[config.mk]
export PLATFORM = sky130hd
export DESIGN_NAME = serial_seq_detector_top
export DESIGN_NICKNAME = d
export VERILOG_FILES = /design/src/rtl/serial_seq_detector_pkg.sv /design/src/rtl/pb_one_pulser.sv /design/src/rtl/serial_seq_detector_top.sv
export SDC_FILE = /design/constraint.sdc
export NUM_CORES = 1
export LEC_CHECK = 0
export BUFFER_PORTS_ARGS = -buffer_cell sky130_fd_sc_hd__buf_2
export CAP_MARGIN = 0
export CORE_UTILIZATION = 53
export DETAILED_ROUTE_END_ITERATION = 16
export GPL_TIMING_DRIVEN = 0
export PLACE_DENSITY_LB_ADDON = 0.15
export SYNTH_ARGS = -nofsm -noshare
export SYNTH_HDL_FRONTEND = slang
export SYNTH_SLANG_ARGS = --single-unit
[constraint.sdc]
create_clock -name clk -period 2.2 [get_ports clk]
set_clock_uncertainty 0.15 [all_clocks]
set_input_delay 0.66 -clock clk [delete_from_list [all_inputs] [get_ports clk]]
set_output_delay 0.66 -clock clk [all_outputs]
set_load 0.05 [all_outputs]
[src/rtl/serial_seq_detector_pkg.sv]
// Shared types and constants for the serial start-sequence detector.
// Holds the FSM state enum, default pattern/load value and the seven-segment table.
package serial_seq_detector_pkg;

  typedef enum logic [2:0] {
    IDLE  = 3'd0,
    S1    = 3'd1,
    S11   = 3'd2,
    S110  = 3'd3,
    SHIFT = 3'd4
  } state_e;

  localparam logic [3:0] SEQ_PATTERN  = 4'b1101;
  localparam logic [3:0] SEQ_LOAD_VAL = 4'd8;

  // Active-low segments, bit6..0 = g..a; entry 15 listed first.
  localparam logic [15:0][6:0] SEG_LUT = {
    7'b0001110, 7'b0000110, 7'b0100001, 7'b1000110,
    7'b0000011, 7'b0001000, 7'b0010000, 7'b0000000,
    7'b1111000, 7'b0000010, 7'b0010010, 7'b0011001,
    7'b0110000, 7'b0100100, 7'b1111001, 7'b1000000
  };

  function automatic logic [6:0] seg_decode(input logic [3:0] val);
    return SEG_LUT[val];
  endfunction

endpackage

[src/rtl/pb_one_pulser.sv]
// Push-button conditioning: 2-flop synchronizer plus a one-cycle pulse on each
// synchronized rising edge. A level already high at reset release never fires.
module pb_one_pulser (
  input  logic clk,
  input  logic rst_n,
  input  logic pb,
  output logic pulse
);

  logic sync1_q, sync1_d;
  logic sync2_q, sync2_d;
  logic prev_q,  prev_d;
  logic warm_q,  warm_d;
  logic armed_q, armed_d;
  logic pulse_q, pulse_d;

  always_comb begin
    sync1_d = pb;
    sync2_d = sync1_q;
    prev_d  = sync2_q;
    warm_d  = 1'b1;
    // Only arm once a genuine low has been sampled, so a button held through reset is ignored.
    armed_d = armed_q | (warm_q & ~sync1_q);
    pulse_d = sync2_q & ~prev_q & armed_q;
  end

  always_ff @(posedge clk or negedge rst_n) begin
    if (!rst_n) begin
      sync1_q <= 1'b0;
      sync2_q <= 1'b0;
      prev_q  <= 1'b0;
      warm_q  <= 1'b0;
      armed_q <= 1'b0;
      pulse_q <= 1'b0;
    end else begin
      sync1_q <= sync1_d;
      sync2_q <= sync2_d;
      prev_q  <= prev_d;
      warm_q  <= warm_d;
      armed_q <= armed_d;
      pulse_q <= pulse_d;
    end
  end

  assign pulse = pulse_q;

endmodule

[src/rtl/serial_seq_detector_top.sv]
// Detects PATTERN on a button-stepped serial stream, then passes the next
// 16-LOAD_VAL bits through as payload while showing the count on a 7-seg display.
module serial_seq_detector_top
  import serial_seq_detector_pkg::*;
#(
  parameter logic [3:0] PATTERN  = SEQ_PATTERN,
  parameter logic [3:0] LOAD_VAL = SEQ_LOAD_VAL
) (
  input  logic       clk,
  input  logic       rst,
  input  logic       clkPB,
  input  logic       serIn,
  output logic [6:0] r_Hex_Encoding,
  output logic       serOut,
  output logic       serOutValid
);

  state_e     state_q, state_d;
  logic [3:0] cnt_q, cnt_d;
  logic       clk_en;
  logic       load;
  logic       cnt_reset;
  logic       co;

  pb_one_pulser u_pb (
    .clk   (clk),
    .rst_n (rst),
    .pb    (clkPB),
    .pulse (clk_en)
  );

  assign co = (cnt_q == 4'hF);

  // Fallback arcs on mismatch are the overlap-correct ones for the default pattern.
  always_comb begin
    state_d = state_q;
    load    = 1'b0;
    if (clk_en) begin
      case (state_q)
        IDLE:  if (serIn == PATTERN[3]) state_d = S1;
        S1:    state_d = (serIn == PATTERN[2]) ? S11 : IDLE;
        S11:   if (serIn == PATTERN[1]) state_d = S110;
        S110: begin
          if (serIn == PATTERN[0]) begin
            state_d = SHIFT;
            load    = 1'b1;
          end else begin
            state_d = IDLE;
          end
        end
        SHIFT: if (co) state_d = IDLE;
        default: state_d = IDLE;
      endcase
    end
  end

  always_comb begin
    cnt_reset = (state_q != SHIFT);
    cnt_d     = cnt_q;
    if (load)           cnt_d = LOAD_VAL;
    else if (cnt_reset) cnt_d = 4'd0;
    else if (clk_en)    cnt_d = co ? 4'd0 : cnt_q + 4'd1;
  end

  always_ff @(posedge clk or negedge rst) begin
    if (!rst) begin
      state_q <= IDLE;
      cnt_q   <= 4'd0;
    end else begin
      state_q <= state_d;
      cnt_q   <= cnt_d;
    end
  end

  assign serOutValid    = (state_q == SHIFT);
  assign serOut         = serOutValid & serIn;
  assign r_Hex_Encoding = seg_decode(cnt_q);

endmodule

==> results.md <==
* Footprint of the multi-input gates at about 550 sq um
* Netlist cell types at 32
* Syn_nets at 96
* Post-Place Cells at 112
* Share of cells above drive strength 1 at 0.464
* Syn Area/Cell at 9.52 sq um
* Clock Path Buffers at 2
* Top area cells in the synthesized netlist: dfrtp_1, ha_1, nand2_1
* Initial DRC Count at 12
* Htree depth at 1
* Slew Viols, Final at 0
* Vias in the first global route at 592
* Post-DR vias/cell at 5.56
* Hold WC Path Type: in -> async
* Power Density at 524 mW/mm^2
* TritonCTS Sinks at 13
* Fin crit share at 1.16
* Fin crit period at 2.55 ns
* GRT overflow at 0
* TritonCTS clock tree: built
* Ys Warns at 0
* Root Buffer Master: clkbuf_4
* Ant. Diodes at 0
* Max frequency at 392 MHz
* Via count at around 700
* Yosys top cell area share at 0.402
* Sequential element share of the synthesized area at 0.402
* Fill cells at 78
* Most frequent cells in the layout: dfrtp_1, buf_6, nand2_1
* Fin Hold WS at 0.101 ns
* CTS Buf Count at 3
* 1st-pass router iterations at 5
* Routability cong. at 0.731
* IO Port Bufs at 12
* Row count at 13
* Total Neg Setup Slack at -1.44 ns
* GR met3 Demand/Resource at 0.0163
* GRT busiest layer: met2
* Clock transition at path regs at 0.08 ns
* Critical-path maximum fanout at 6
* Met1 GRT Util at 0.231
* Failing checks: setup timing
* WL/cell at 14.7 um
* EDFF count, synth at 0
* Initial antenna violation count at 0
* Gr usage total at 0.223
* Commonest non-fill, non-tap cell in the layout: dfrtp_1
* WP data arrival at 1.74 ns
* Die W at 41.1 um
* Sequential cell area at about 330 sq um
* Final Power at 0.610 mW
* Worst setup EP type: output port
* Chip height at 41.1 um
* Setup violators final at 7
* Post-Syn Instances at 85
* Cell depth of the worst flop-to-flop path at 5
* Cell Area, Synth at approximately 800 sq um
* DRC viols at 0
* Final HPWL DP at slightly above 1000 um
* Status: finished, violations left
* Top FF cell, synth: dfrtp_1
* Core area at approximately 0.0014 sq mm
* Initial Util at 0.592
* Area leader, netlist: dfrtp_1
* Pleak at between 0.5 and 0.6 nW
* Largest net degree at the start of global routing at 14
* Area growth, synth to finish at 43.7%
* Met2 Usage GRT at 0.418
* Die Area at 0.00169 sq mm
* Fin worst setup slack at -0.349 ns
* Routed wire length at 1840 um
* Worst skew pair latency at 0.27 ns
* Critical path type: reg -> out
* I/O pin count at 13
* Max IR drop VDD at 0.514 mV
* Critical path data required time at between 1 and 1.5 ns
* CP startpoint kind: flip-flop
* Nets@finish at 122
* First-pass GRT wire length at approximately 2300 um
* Number of max-cap violations at 0
* #FFs+latches synth at 13
* RSZ-0062 raised after global routing: yes
* FFs w/ async S/R, synth at 1.00
* ANT nets after route at 0
* Final hold vios at 0
* Final core occ at 0.852
* Fin cells at about 130
[path summary, 6_finish.rpt]
check                            start                 to  slack [ns]
min                                rst         state_q[1]        0.10
max reg2reg                   cnt_q[0]         state_q[2]        0.67
max                           cnt_q[1]  r_Hex_Encoding[3]       -0.35
max in group asynchronous          rst           cnt_q[1]        1.56
min reg2reg                u_pb.prev_d        u_pb.prev_q        0.22
min in group clk           u_pb.prev_d        u_pb.prev_q        0.22
[cells in the mapped netlist (all sizes together) (2+ instances only)]
cell,count
o21ai,4
nor2,9
mux2i,3
a21oi,2
dfrtp,13
buf,3
and3,2
nand2,13
ha,7
xor2,2
nand2b,2
inv,6
nor2b,2
a31oi,2
[power by group]
group	leakage, nW	total, mW	internal (mW)	switching, mW
Combinational	0.366	0.152	0.0707	0.0815
Sequential	0.157	0.315	0.268	0.0463
Clock	0.0150	0.143	0.0702	0.0730
[state kept, by name, summed over array words and instances (netlist names)]
name / cells
u_pb.sync1_q: 1
u_pb.prev_q: 1
state_q: 3
cnt_q: 4
u_pb.warm_q: 1
u_pb.armed_q: 1
u_pb.pulse: 1
u_pb.prev_d: 1
[per-stage QoR]
step | setup WS, ns | cell area [sq um]
after floorplan | -0.0298 | 847
after CTS | -0.334 | 1080
after global placement | -0.134 | 926
after detailed placement | -0.176 | 926
final | -0.349 | 1160
after global routing | -0.375 | 1160
[per-layer routing]
metal,part of all wire,routed length [um]
met4,0.0065,12
met1,0.41,758
met3,0.015,27
met5,0,0
met2,0.57,1050
[critical path, stage by stage (launching register included)]
cell	delay, ns
dfrtp_2	0.43
inv_4	0.08
ha_4	0.27
inv_2	0.04
mux4_2	0.47
buf_8	0.17
[what timing repair did]
action | 4_1_cts | 5_1_grt
buffers inserted | 8 | 2
setup endpoints to repair | 7 | 8
hold buffers | 0 | 0
pin swaps | 1 | 4
gates resized for setup | 21 | 16
[cell families (layout without fill, tap and decap cells)]
kind of cell / count (synthesis) / in the layout / share of synthesized area
fa+ha+maj: 7 / 7 / 0.108
buf+inv: 9 / 34 / 0.0618
xor+xnor: 2 / 2 / 0.0216
compound gates: 16 / 16 / 0.141
other cells: 1 / 1 / 0.00463
mux: 5 / 5 / 0.0788
flops: 13 / 13 / 0.402
simple gates: 32 / 32 / 0.182
[area by class of cell]
class / count / area share
timing repair buffer: 21 / 0.159
multi-input combinational: 63 / 0.471
buffer: 3 / 0.0258
tap: 15 / 0.0161
inverter: 6 / 0.0237
sequential: 13 / 0.282
clock buffer: 4 / 0.0226
No activity file was read; power rests on OpenSTA's default activity.
